**src/rtl/fullchip_inst_seq.sv**
```systemverilog
// Instruction sequencer for the fullchip attention core.
// Pulls Q then K vectors from a valid/ready source and writes them into
// qmem/kmem. It then loads K into the array, executes one dot product per
// Q row, and finally moves the ofifo results into pmem before pulsing done.
// inst, mem_in, busy and done are registered. Each one shows, one clock
// later, the decision made in the state the FSM occupied in the previous
// cycle. in_ready is combinational on state and row.
module fullchip_inst_seq #(
  parameter int bw          = 4,
  parameter int pr          = 8,
  parameter int col         = 8,
  parameter int total_cycle = 8,
  parameter int load_gap    = 10,
  parameter int exec_gap    = 11
) (
  input  logic             clk,
  input  logic             reset,
  input  logic             start,
  input  logic             in_valid,
  input  logic [pr*bw-1:0] in_data,
  output logic             in_ready,
  output logic [pr*bw-1:0] mem_in,
  output logic [16:0]      inst,
  output logic             busy,
  output logic             done
);

  // The address fields are 4 bits wide, and each wait phase needs at least one cycle.
  if (col < 1 || col > 16) begin : g_col_range
    $error("fullchip_inst_seq: col must be in 1..16");
  end
  if (total_cycle < 1 || total_cycle > 16) begin : g_tc_range
    $error("fullchip_inst_seq: total_cycle must be in 1..16");
  end
  if (load_gap < 1 || exec_gap < 1) begin : g_gap_range
    $error("fullchip_inst_seq: load_gap and exec_gap must be at least 1");
  end

  typedef enum logic [3:0] {
    S_IDLE, S_QWR, S_KWR, S_GAP, S_LOAD, S_WAIT1, S_EXEC, S_WAIT2, S_MOVE, S_DONE
  } state_t;

  localparam logic [4:0]  QROWS      = 5'(total_cycle);
  localparam logic [4:0]  KROWS      = 5'(col);
  localparam logic [4:0]  QROW_LAST  = 5'(total_cycle - 1);
  localparam logic [4:0]  KROW_LAST  = 5'(col - 1);
  localparam logic [15:0] LOAD_KLAST = 16'(col);
  localparam logic [15:0] LOAD_LAST  = 16'(col + 1);
  localparam logic [15:0] W1_LAST    = 16'(load_gap - 1);
  localparam logic [15:0] EXEC_LAST  = 16'(total_cycle - 1);
  localparam logic [15:0] W2_LAST    = 16'(exec_gap - 1);

  state_t             state_q, state_d;
  logic [4:0]         row_q, row_d;
  logic [15:0]        cnt_q, cnt_d;
  logic [15:0]        cnt_m1;
  logic [16:0]        inst_q, inst_d;
  logic [pr*bw-1:0]   mem_q, mem_d;
  logic               busy_q, done_q;

  assign cnt_m1 = cnt_q - 16'd1;

  // Next-state, handshake and next instruction word.
  always_comb begin
    state_d  = state_q;
    row_d    = row_q;
    cnt_d    = cnt_q;
    inst_d   = '0;
    mem_d    = mem_q;
    in_ready = 1'b0;
    case (state_q)
      S_IDLE: begin
        if (start) begin
          state_d = S_QWR;
          row_d   = '0;
          cnt_d   = '0;
        end
      end
      S_QWR: begin
        in_ready = (row_q < QROWS);
        if (in_ready && in_valid) begin
          inst_d[4]     = 1'b1;
          inst_d[15:12] = row_q[3:0];
          mem_d         = in_data;
          if (row_q == QROW_LAST) begin
            row_d   = '0;
            state_d = S_KWR;
          end else begin
            row_d = row_q + 5'd1;
          end
        end else begin
          inst_d[15:12] = inst_q[15:12];
        end
      end
      S_KWR: begin
        in_ready = (row_q < KROWS);
        if (in_ready && in_valid) begin
          inst_d[2]     = 1'b1;
          inst_d[15:12] = row_q[3:0];
          mem_d         = in_data;
          if (row_q == KROW_LAST) begin
            row_d   = '0;
            cnt_d   = '0;
            state_d = S_GAP;
          end else begin
            row_d = row_q + 5'd1;
          end
        end else begin
          inst_d[15:12] = inst_q[15:12];
        end
      end
      S_GAP: begin
        if (cnt_q == 16'd1) begin
          cnt_d   = '0;
          state_d = S_LOAD;
        end else begin
          cnt_d = cnt_q + 16'd1;
        end
      end
      S_LOAD: begin
        inst_d[6] = 1'b1;
        if (cnt_q >= 16'd1 && cnt_q <= LOAD_KLAST) begin
          inst_d[3]     = 1'b1;
          inst_d[15:12] = cnt_m1[3:0];
        end
        if (cnt_q == LOAD_LAST) begin
          cnt_d   = '0;
          state_d = S_WAIT1;
        end else begin
          cnt_d = cnt_q + 16'd1;
        end
      end
      S_WAIT1: begin
        if (cnt_q == W1_LAST) begin
          cnt_d   = '0;
          state_d = S_EXEC;
        end else begin
          cnt_d = cnt_q + 16'd1;
        end
      end
      S_EXEC: begin
        inst_d[7]     = 1'b1;
        inst_d[5]     = 1'b1;
        inst_d[15:12] = cnt_q[3:0];
        if (cnt_q == EXEC_LAST) begin
          cnt_d   = '0;
          state_d = S_WAIT2;
        end else begin
          cnt_d = cnt_q + 16'd1;
        end
      end
      S_WAIT2: begin
        if (cnt_q == W2_LAST) begin
          cnt_d   = '0;
          state_d = S_MOVE;
        end else begin
          cnt_d = cnt_q + 16'd1;
        end
      end
      S_MOVE: begin
        inst_d[16]   = 1'b1;
        inst_d[0]    = 1'b1;
        inst_d[11:8] = cnt_q[3:0];
        if (cnt_q == EXEC_LAST) begin
          cnt_d   = '0;
          state_d = S_DONE;
        end else begin
          cnt_d = cnt_q + 16'd1;
        end
      end
      S_DONE: begin
        state_d = S_IDLE;
      end
      default: begin
        state_d = S_IDLE;
      end
    endcase
  end

  // State, counters and registered outputs; reset aborts any sequence in flight.
  always_ff @(posedge clk) begin
    if (reset) begin
      state_q <= S_IDLE;
      row_q   <= '0;
      cnt_q   <= '0;
      inst_q  <= '0;
      mem_q   <= '0;
      busy_q  <= 1'b0;
      done_q  <= 1'b0;
    end else begin
      state_q <= state_d;
      row_q   <= row_d;
      cnt_q   <= cnt_d;
      inst_q  <= inst_d;
      mem_q   <= mem_d;
      busy_q  <= (state_q != S_IDLE) && (state_q != S_DONE);
      done_q  <= (state_q == S_DONE);
    end
  end

  assign inst   = inst_q;
  assign mem_in = mem_q;
  assign busy   = busy_q;
  assign done   = done_q;

endmodule

```
**config.mk**
```make
export PLATFORM = sky130hd
export DESIGN_NAME = fullchip_inst_seq
export DESIGN_NICKNAME = d
export VERILOG_FILES = /design/src/rtl/fullchip_inst_seq.sv
export SDC_FILE = /design/constraint.sdc
export NUM_CORES = 1
export LEC_CHECK = 0
export CORE_ASPECT_RATIO = 0.75
export CORE_MARGIN = 1.5
export CORE_UTILIZATION = 49
export DETAILED_ROUTE_END_ITERATION = 10
export HOLD_SLACK_MARGIN = 0.05
export PLACE_DENSITY = 0.87
export SKIP_CTS_REPAIR_TIMING = 1
export SLEW_MARGIN = 10
export SYNTH_ARGS = -nofsm -noshare
export SYNTH_HDL_FRONTEND = slang
export SYNTH_SLANG_ARGS = --single-unit
```
**constraint.sdc**
```tcl
create_clock -name clk -period 2.75 [get_ports clk]
set_clock_uncertainty 0.05 [all_clocks]
set_input_delay 0.55 -clock clk [delete_from_list [all_inputs] [get_ports clk]]
set_output_delay 0.55 -clock clk [all_outputs]
set_load 0.005 [all_outputs]
```
==> impl_metrics.sql, run 1 <==
INSERT INTO impl_metrics (metric_group, metric, value, unit) VALUES
('outcome', 'outcome', 'completed', ''),
('power_and_ir_drop', 'vdd_ir_drop_max', '0.000463', 'V'),
('logic_synthesis', 'synth_top_flop_cell', 'dfxtp_1', ''),
('min_path', 'hold_path.class', 'register to register', ''),
('floorplanning', 'io_pins', '88', ''),
('finish', 'syn2layout_area_growth', '33.5', '%'),
('sta', 'post-route-period-util', '92.0', '%'),
('placement', 'numPortBuffers', '86', ''),
('floorplanning', 'die_w', '100', 'um'),
('placement', 'dp.final_hpwl', '6.39', 'mm'),
('placement', 'placed_cell_area', '4370', 'um2'),
('job', 'cap_viol_max_count', '0', ''),
('floorplanning', 'die_area', '7570', 'um2'),
('route', 'drc_errors', '0', ''),
('route', 'vias', '3326', ''),
('logic_synthesis', 'synth_top_area_cell', 'dfxtp_1', ''),
('floorplanning', 'chipHeight', '75.7', 'um'),
('logic_synthesis', 'synth_nets', '459', ''),
('route', 'avgRoutedWirePerCell', '15.6', 'um'),
('power_and_ir_drop', 'leakage_power_summed_over_all_cells', '1.66', 'nW'),
('global_route', 'first_global_vias', '2938', ''),
('finish', 'num-nets-final', '536', ''),
('logic_synthesis', 'yosysTopAreaCellShare', '42.3', '%'),
('floorplanning', 'floorplan.initialDensity', '50.6', '%'),
('global_route', 'globalRouteOverflowTotal', '0', ''),
('route', 'antenna_left', '0', ''),
('sta', 'setup_total_negative_slack', '0', 'ns'),
('clock_network', 'cts_max_path_buffers', '2', ''),
('logic_synthesis', 'synthTopCellsByCount', '80 x nand2_1, 73 x dfxtp_1, 42 x a21oi_1, 24 x clkbuf_1, 19 x nor2_1', ''),
('sta', 'fmaxAchievable', '0.395', 'GHz'),
('route', 'dr.first_iter.drc_count', '245', ''),
('logic_synthesis', 'synth-seq-cells', '73', ''),
('logic_synthesis', 'yosysWarnings', '0', ''),
('setup_path', 'critical_path_required', '2.15', 'ns'),
('logic_synthesis', 'ys_async_rst_share', '0', '%'),
('logic_synthesis', 'synth_area', '3460', 'um2'),
('clock_network', 'clk_transition_reported_paths', '0.08', 'ns'),
('setup_path', 'path_class', 'register to primary output', ''),
('sta', 'timing_hold_violations_final', '0', ''),
('logic_synthesis', 'synthMostInstantiatedCell', 'nand2_1', ''),
('route', 'wl', '9.08', 'mm'),
('power_and_ir_drop', 'power.density_cell_area', '785', 'nW/um2'),
('setup_path', 'crit_path_end_kind', 'primary output', ''),
('route', 'drt_pre_antenna_iters', '5', ''),
('global_route', 'grt_antenna_before_repair', '0', ''),
('sta', 'worst_slew_pin_slew', '0.745', 'ns'),
('global_route', 'groute.usage.overall', '23.6', '%'),
('clock_network', 'ctsHtreeMaxLevel', '3', ''),
('global_route', 'grt_start_max_net_pins', '33', ''),
('logic_synthesis', 'post_synth_inst_count', '417', ''),
('sta', 'setup_ws', '0.219', 'ns'),
('placement', 'gp_routability_congestion', '0.844', ''),
('setup_path', 'worst-path-max-fanout', '5', ''),
('placement', 'preCtsSetupSlack', '0.262', 'ns'),
('logic_synthesis', 'synthTopCellsByArea', 'dfxtp_1 42%, nand2_1 8.7%, a21oi_1 6.1%', ''),
('setup_path', 'cp_data_arrival_time', '1.93', 'ns'),
('setup_path', 'timing.critical_path.from_type', 'register', ''),
('logic_synthesis', 'syn_avg_cell_area', '8.29', 'um2'),
('clock_network', 'worst_skew_pair.late_latency', '0.36', 'ns'),
('clock_network', 'numClockSinks', '73', ''),
('finish', 'post_route_cells_drive_above_1_share', '9.22', '%'),
('logic_synthesis', 'yosysUniqueCellTypes', '63', ''),
('finish', 'n_antenna_cell', '0', ''),
('logic_synthesis', 'synth.yosys.seq_area_share', '42.3', '%'),
('logic_synthesis', 'synth_enable_flop_cells', '0', ''),
('clock_network', 'number_of_buffers_created_by_cts', '9', ''),
('sta', 'rsz_0062_raised_after_global_routing', 'false', ''),
('clock_network', 'ctsRootBufferMaster', 'clkbuf_8', ''),
('sta', 'period_minus_slack', '2.53', 'ns'),
('route', 'viasPerCell', '5.70', ''),
('clock_network', 'cts_tree', 'done', ''),
('sta', 'slew_margin_rel', '49.0', '%'),
('floorplanning', 'num_rows', '26', ''),
('finish', 'fin_area', '4620', 'um2'),
('finish', 'final_core_utilization', '67.6', '%'),
('global_route', 'grt_pass1_wl', '14.0', 'mm'),
('sta', 'final-setup-viol-count', '0', ''),
('sta', 'slew_viol_final', '0', ''),
('floorplanning', 'core_area', '6830', 'um2');
==> where the power goes <==
group          switching (mW)  internal, mW
clock network           0.428         0.612
logic                   0.728         0.563
registers              0.0959          1.20
total                    1.25          2.37
==> cell type report <==
type	instances	area (um2)
Sequential cell	73	1460
Inverter	5	18.8
Clock inverter	7	125
Tap cell	84	105
Multi-Input combinational cell	307	1840
Clock buffer	9	124
Timing Repair Buffer	98	946
Fill cell	547	2220
==> layout by cell type, fill, tap and decap left out, drive strengths merged, types with 2 or more instances in the layout <==
master         synthesis  final
dfxtp                 73     73
nor4                   7      7
ha                     6      6
nand4                 10     10
and4                   5      5
a311oi                 2      2
or4                    6      6
and3                   7      7
nand2                 80     80
bufinv                 0      3
a31o                   2      2
o311ai                 2      2
nor2                  19     19
nand2b                 7      7
a41oi                  2      2
nand3b                 3      3
o21ai                 10     10
inv                    5      7
a31oi                  3      3
and2                   4      4
clkdlybuf4s50          0     85
clkbuf                24      9
a21o                   5      5
a32oi                  3      3
nor3                  10     10
a21oi                 42     42
nor2b                  6      6
a22o                   3      3
or3                    3      3
or2                    2      2
clkinv                 0      2
xnor2                  2      2
a211oi                12     12
buf                    8     13
nand3                 12     12
xor2                  11     11
==> state kept, by name, summed over array words and instances, names as in the netlist <==
name and cells:
busy 1, cnt_q 16, done 1, inst 14, mem_in 32, row_q 5
state_q 4
==> path summary, 6_finish.rpt <==
path | start | endpoint | slack, ns | cells past startpoint
max | state_q[1] | in_ready | 0.22 | 4
min | mem_in[9] | mem_in[9] | 0.41 | 2
max reg2reg | cnt_q[12] | cnt_q[6] | 0.39 | 6
min reg2reg | mem_in[9] | mem_in[9] | 0.41 | 2
==> critical path, stage by stage, from the launching register on <==
cell             delay, ns
dfxtp_1               0.41
xor2_1                0.33
nand2_1               0.12
nor3_1                0.17
clkdlybuf4s50_1       0.55
==> metrics by stage <==
step                total power, mW  hold slack, ns  instances
finish                         3.62           0.406        583
global route                   3.83           0.435        583
CTS                            3.63           0.407        583
floorplan                      2.06           0.398        417
global placement               2.53           0.392        567
detailed placement             2.59           0.396        567
==> logic make-up after synthesis <==
family	Yosys count	share of synthesized area (%)
and+or+nand+nor	188	28.5
buffers and inverters	37	4.63
DFF	73	42.3
muxes	2	0.615
other	1	0.108
xor gates and xnor gates	13	3.29
adders and majority gates	6	2.17
AOI/OAI and AO/OA	97	18.4
==> layer usage <==
layer	vias to the layer above	global-route usage (%)	routed length, um	share of wire, %
li1	1642	-	-	-
met1	1554	31.6	4140	46
met2	115	37.7	4380	48
met3	15	6.33	448	4.9
met4	0	7.82	114	1.3
met5	-	0	0	0
(Power assumes the default switching activity.)
==> run 2: changes to the inputs <==
Settings changed: CORE_UTILIZATION 49 to 53, PLACE_DENSITY 0.87 to 0.93, SLEW_MARGIN 10 to 25.
Clock period 2.75 ns to 2.92 ns, I/O delays scaled along.
==> impl_metrics.sql, run 2 (synthesis gave the netlist of run 1 again) <==
INSERT INTO impl_metrics (metric_group, metric, value, unit) VALUES
('sta', 'fmaxAchievable', '0.372', 'GHz'),
('route', 'wl_met3', '620', 'um'),
('setup_path', 'cpLargestDelayFamily', 'buffers and inverters', ''),
('placement', 'numPortBuffers', '86', ''),
('sta', 'hold_ws', '0.404', 'ns'),
('sta', 'period_minus_slack', '2.69', 'ns'),
('finish', 'fin_area', '4510', 'um2'),
('finish', 'n_antenna_cell', '0', ''),
('clock_network', 'numClockSinks', '73', ''),
('finish', 'syn2layout_area_growth', '30.3', '%'),
('finish', 'register_area', '1460', 'um2'),
('finish', 'num-nets-final', '532', ''),
('route', 'avgRoutedWirePerCell', '15.9', 'um'),
('floorplanning', 'die_area', '7020', 'um2'),
('sta', 'final-setup-viol-count', '0', ''),
('placement', 'dp.final_hpwl', '6.26', 'mm'),
('sta', 'post-route-period-util', '92.0', '%'),
('setup_path', 'cp_data_arrival_time', '2.05', 'ns'),
('clock_network', 'worst_skew_pair.late_latency', '0.35', 'ns'),
('route', 'wl', '9.16', 'mm'),
('finish', 'multiInputGateArea', '1840', 'um2'),
('route', 'antenna_left', '0', ''),
('route', 'detail_route.wirelength.met1', '4.06', 'mm'),
('setup_path', 'critical_path_cell_by_cell', 'xor2_1 > nand2_1 > nor3_1 > clkdlybuf4s50_1', ''),
('route', 'drt_pre_antenna_iters', '5', ''),
('setup_path', 'crit_path_end_kind', 'primary output', ''),
('route', 'vias', '3354', ''),
('sta', 'slew_margin_rel', '38.9', '%'),
('placement', 'gp_routability_congestion', '0.858', ''),
('placement', 'placed_cell_area', '4330', 'um2'),
('clock_network', 'ctsHtreeMaxLevel', '3', ''),
('setup_path', 'worstPathBufferInverterCount', '1', ''),
('setup_path', 'critical_path_required', '2.29', 'ns'),
('route', 'dr_wl_met2', '4.37', 'mm'),
('floorplanning', 'core_area', '6290', 'um2'),
('power_and_ir_drop', 'power.density_cell_area', '697', 'nW/um2'),
('sta', 'setup_total_negative_slack', '0', 'ns'),
('job', 'cap_viol_max_count', '0', ''),
('setup_path', 'path_class', 'register to primary output', ''),
('outcome', 'outcome', 'completed', ''),
('min_path', 'hold_path.class', 'register to register', ''),
('sta', 'worst_slew_pin_slew', '0.893', 'ns'),
('power_and_ir_drop', 'leakage_power_summed_over_all_cells', '1.60', 'nW'),
('setup_path', 'worst-path-max-fanout', '14', ''),
('clock_network', 'cts_tree', 'done', ''),
('global_route', 'globalRouteOverflowTotal', '0', ''),
('sta', 'slew_viol_final', '0', ''),
('clock_network', 'number_of_buffers_created_by_cts', '9', ''),
('floorplanning', 'die_w', '96.3', 'um'),
('floorplanning', 'floorplan.initialDensity', '55.0', '%'),
('sta', 'rsz_0062_raised_after_global_routing', 'false', ''),
('sta', 'timing_hold_violations_final', '0', ''),
('power_and_ir_drop', 'vdd_ir_drop_max', '0.000432', 'V'),
('clock_network', 'cts_max_path_buffers', '2', ''),
('global_route', 'grt_start_max_net_pins', '50', ''),
('placement', 'placedCellCount', '560', ''),
('route', 'topRoutingLayerUsed', 'met4', ''),
('setup_path', 'max_stage_delay', '0.52', 'ns'),
('global_route', 'groute.usage.overall', '26.8', '%'),
('finish', 'finalNonFillerCells', '576', ''),
('clock_network', 'ctsRootBufferMaster', 'clkbuf_8', ''),
('route', 'dr.first_iter.drc_count', '343', ''),
('setup_path', 'timing.critical_path.from_type', 'register', ''),
('finish', 'most_common_library_cell_in_the_layout_ignoring_fill_and_taps', 'clkdlybuf4s50_1', ''),
('route', 'drc_errors', '0', ''),
('floorplanning', 'num_rows', '25', ''),
('setup_path', 'critical_path.slowest_cell', 'clkdlybuf4s50_1', ''),
('finish', 'final_core_utilization', '71.7', '%'),
('floorplanning', 'chipHeight', '72.9', 'um'),
('finish', 'largest_register_ffs', '32', ''),
('global_route', 'first_global_vias', '3100', ''),
('floorplanning', 'io_pins', '88', ''),
('clock_network', 'clk_transition_reported_paths', '0.08', 'ns'),
('route', 'viasPerCell', '5.82', ''),
('finish', 'post_route_cells_drive_above_1_share', '8.48', '%'),
('finish', 'most_frequent_cells_in_the_layout', '85 x clkdlybuf4s50_1, 80 x nand2_1, 72 x dfxtp_1', ''),
('global_route', 'grt_pass1_wl', '14.6', 'mm'),
('finish', 'number_of_filler_instances_in_the_final_layout', '444', ''),
('global_route', 'grt_antenna_before_repair', '0', '');
run 2: cell count changes in the layout (fill, tap and decap cells not counted), sizes merged:
cell      change
buf           -4
bufinv        -3
clkbuf        +1
clkinv        +2
clkinvlp      +1
inv           -1
run 2: where the power goes:
group          total (mW)  internal [mW]  switching (mW)
registers            1.24           1.13           0.106
clock network       0.698          0.311           0.387
logic                1.21          0.515           0.692
total                3.14           1.96            1.19
run 2: cell type report:
type | instances | area share, %
Clock buffer | 10 | 2.83
Clock inverter | 6 | 0.972
Inverter | 5 | 0.417
Multi-Input combinational cell | 307 | 40.7
Sequential cell | 73 | 32.5
Tap cell | 81 | 2.25
Timing Repair Buffer | 94 | 20.3
run 2: worst min-delay path, cell delays in order, from the launching register on:
cell and delay (ns):
dfxtp_1 0.31, nand2_1 0.05, a21oi_1 0.05
run 2: routing by layer:
layer	vias up	track usage [%]
li1	1634	-
met1	1544	36.3
met2	161	42.2
met3	15	5.94
met4	0	9.48
met5	-	0
run 2: through the flow:
stage	power, mW	worst slack [ns]
6_report	3.14	0.235
5_1_grt	3.31	0.111
4_1_cts	3.13	0.163
3_5_place_dp	2.43	0.420
3_3_place_gp	2.37	0.540
2_1_floorplan	1.94	0.858
run 2: final timing paths:
check	start	endpoint	slack [ns]	depth (start not counted)
max reg2reg	cnt_q[12]	state_q[2]	0.24	5
min	mem_in[13]	mem_in[13]	0.40	2
min reg2reg	mem_in[13]	mem_in[13]	0.40	2
max	state_q[1]	in_ready	0.23	4
==> run 3: changes to the inputs <==
Settings changed: ABC_CLOCK_PERIOD_IN_PS from default to 2920, SETUP_SLACK_MARGIN from default to 0.3.
==> impl_metrics.sql, run 3 (synthesis gave the netlist of run 1 again) <==
INSERT INTO impl_metrics (metric_group, metric, value, unit) VALUES
('outcome', 'outcome', 'completed', ''),
('setup_path', 'path_class', 'register to primary output', ''),
('clock_network', 'ctsHtreeMaxLevel', '3', ''),
('floorplanning', 'chipHeight', '72.9', 'um'),
('finish', 'post_route_cells_drive_above_1_share', '8.67', '%'),
('sta', 'period_minus_slack', '2.66', 'ns'),
('setup_path', 'critical_path.slowest_cell', 'clkdlybuf4s50_1', ''),
('setup_path', 'critical_path_cell_by_cell', 'xor2_1 > nand2_1 > nor3_1 > clkdlybuf4s50_1', ''),
('floorplanning', 'die_area', '7020', 'um2'),
('placement', 'preCtsSetupSlack', '0.420', 'ns'),
('route', 'vias', '3372', ''),
('placement', 'numPortBuffers', '86', ''),
('finish', 'syn2layout_area_growth', '30.9', '%'),
('sta', 'worst_slew_pin_slew', '0.910', 'ns'),
('power_and_ir_drop', 'power.density_cell_area', '698', 'nW/um2'),
('global_route', 'grt_start_max_net_pins', '50', ''),
('finish', 'most_frequent_cells_in_the_layout', '85 x clkdlybuf4s50_1, 80 x nand2_1, 72 x dfxtp_1', ''),
('power_and_ir_drop', 'vdd_ir_drop_max', '0.000431', 'V'),
('sta', 'setup_total_negative_slack', '0', 'ns'),
('route', 'avgRoutedWirePerCell', '15.9', 'um'),
('floorplanning', 'floorplan.initialDensity', '55.0', '%'),
('finish', 'multiInputGateArea', '1840', 'um2'),
('floorplanning', 'die_w', '96.3', 'um'),
('global_route', 'groute.usage.overall', '26.8', '%'),
('route', 'viasPerCell', '5.84', ''),
('setup_path', 'crit-reg2reg-launch', 'cnt_q[12]', ''),
('clock_network', 'cts_max_path_buffers', '2', ''),
('global_route', 'globalRouteOverflowTotal', '0', ''),
('sta', 'rsz_0062_raised_after_global_routing', 'true', ''),
('placement', 'placed_cell_area', '4330', 'um2'),
('min_path', 'hold_path.class', 'register to register', ''),
('clock_network', 'clk_transition_reported_paths', '0.08', 'ns'),
('setup_path', 'critical_path_required', '2.29', 'ns'),
('min_path', 'whs_path_depth', '2', ''),
('clock_network', 'numClockSinks', '73', ''),
('placement', 'dp.final_hpwl', '6.26', 'mm'),
('finish', 'number_of_filler_instances_in_the_final_layout', '440', ''),
('setup_path', 'cp_data_arrival_time', '2.02', 'ns'),
('sta', 'setup_ws', '0.265', 'ns'),
('clock_network', 'cts_tree', 'done', ''),
('global_route', 'grt_pass1_wl', '14.6', 'mm'),
('setup_path', 'timing.critical_path.from_type', 'register', ''),
('sta', 'slew_viol_final', '0', ''),
('global_route', 'first_global_vias', '3100', ''),
('finish', 'register_area', '1460', 'um2'),
('route', 'dr.first_iter.drc_count', '338', ''),
('job', 'cap_viol_max_count', '0', ''),
('setup_path', 'worst-path-max-fanout', '14', ''),
('route', 'antenna_left', '0', ''),
('min_path', 'hold_start', 'mem_in[13]', ''),
('setup_path', 'worstRegToRegCells', '6', ''),
('setup_path', 'crit_path_end_kind', 'primary output', ''),
('clock_network', 'worst_skew_pair.late_latency', '0.35', 'ns'),
('route', 'drc_errors', '0', ''),
('global_route', 'grt_antenna_before_repair', '0', ''),
('floorplanning', 'io_pins', '88', ''),
('route', 'drt_pre_antenna_iters', '5', ''),
('sta', 'fmaxAchievable', '0.377', 'GHz'),
('setup_path', 'rrSetupSlack', '0.50', 'ns'),
('finish', 'most_common_library_cell_in_the_layout_ignoring_fill_and_taps', 'clkdlybuf4s50_1', ''),
('route', 'wl', '9.18', 'mm'),
('clock_network', 'ctsRootBufferMaster', 'clkbuf_8', ''),
('finish', 'num-nets-final', '533', ''),
('setup_path', 'max_stage_delay', '0.52', 'ns'),
('sta', 'slew_margin_rel', '37.7', '%'),
('sta', 'timing_hold_violations_final', '0', ''),
('min_path', 'hold-path-endpoint', 'mem_in[13]', ''),
('floorplanning', 'num_rows', '25', ''),
('clock_network', 'number_of_buffers_created_by_cts', '9', ''),
('finish', 'largest_register_ffs', '32', ''),
('power_and_ir_drop', 'leakage_power_summed_over_all_cells', '1.61', 'nW'),
('setup_path', 'crit-reg2reg-capture', 'state_q[2]', ''),
('sta', 'post-route-period-util', '90.9', '%'),
('finish', 'n_antenna_cell', '0', ''),
('finish', 'final_core_utilization', '72.0', '%'),
('sta', 'final-setup-viol-count', '0', ''),
('sta', 'hold_ws', '0.404', 'ns'),
('finish', 'fin_area', '4530', 'um2'),
('placement', 'gp_routability_congestion', '0.858', ''),
('floorplanning', 'core_area', '6290', 'um2');
[run 3: cell count changes in the layout (fill, tap and decap cells not counted)]
| cell | delta |
|---|---|
| buf_12 | +1 |
[run 3: layout make-up]
type	count	area share, %
sequential	73	32.3
timing repair buffer	95	20.7
inverter	5	0.415
clock inverter	6	0.968
multi-input combinational	307	40.6
clock buffer	10	2.82
tap	81	2.24
[run 3: worst max-delay path, delay by kind of cell (launching register included)]
family                 cells  cell delay [ns]
XOR/XNOR                   1             0.34
buffers and inverters      1             0.52
AND/OR/NAND/NOR            2             0.32
flip-flops                 1             0.48
[run 3: how the worst max path moves through the flow]
stage / endpoint / depth (start not counted) / slack, ns / startpoint
floorplan: cnt_q[10] / 6 / 0.86 / cnt_q[11]
global placement: cnt_q[10] / 6 / 0.54 / start
detailed placement: state_q[2] / 5 / 0.42 / cnt_q[11]
CTS: in_ready / 4 / 0.16 / state_q[1]
global route: in_ready / 4 / 0.14 / state_q[1]
finish: in_ready / 4 / 0.26 / state_q[1]
[run 3: power breakdown]
| group | switching, mW | internal [mW] |
|---|---|---|
| registers | 0.106 | 1.13 |
| clock network | 0.387 | 0.311 |
| logic | 0.692 | 0.533 |
[run 3: per-stage QoR]
| step | power (mW) | cells |
|---|---|---|
| floorplan | 1.94 | 417 |
| global placement | 2.37 | 560 |
| detailed placement | 2.43 | 560 |
| CTS | 3.13 | 576 |
| global route | 3.34 | 577 |
| finish | 3.16 | 577 |
[run 3: per-layer routing]
layer | wire [um] | GRT usage [%] | vias up
li1 | - | - | 1634
met1 | 4020 | 36.3 | 1571
met2 | 4430 | 42.2 | 150
met3 | 584 | 5.94 | 17
met4 | 136 | 9.48 | 0
met5 | 0 | 0 | -
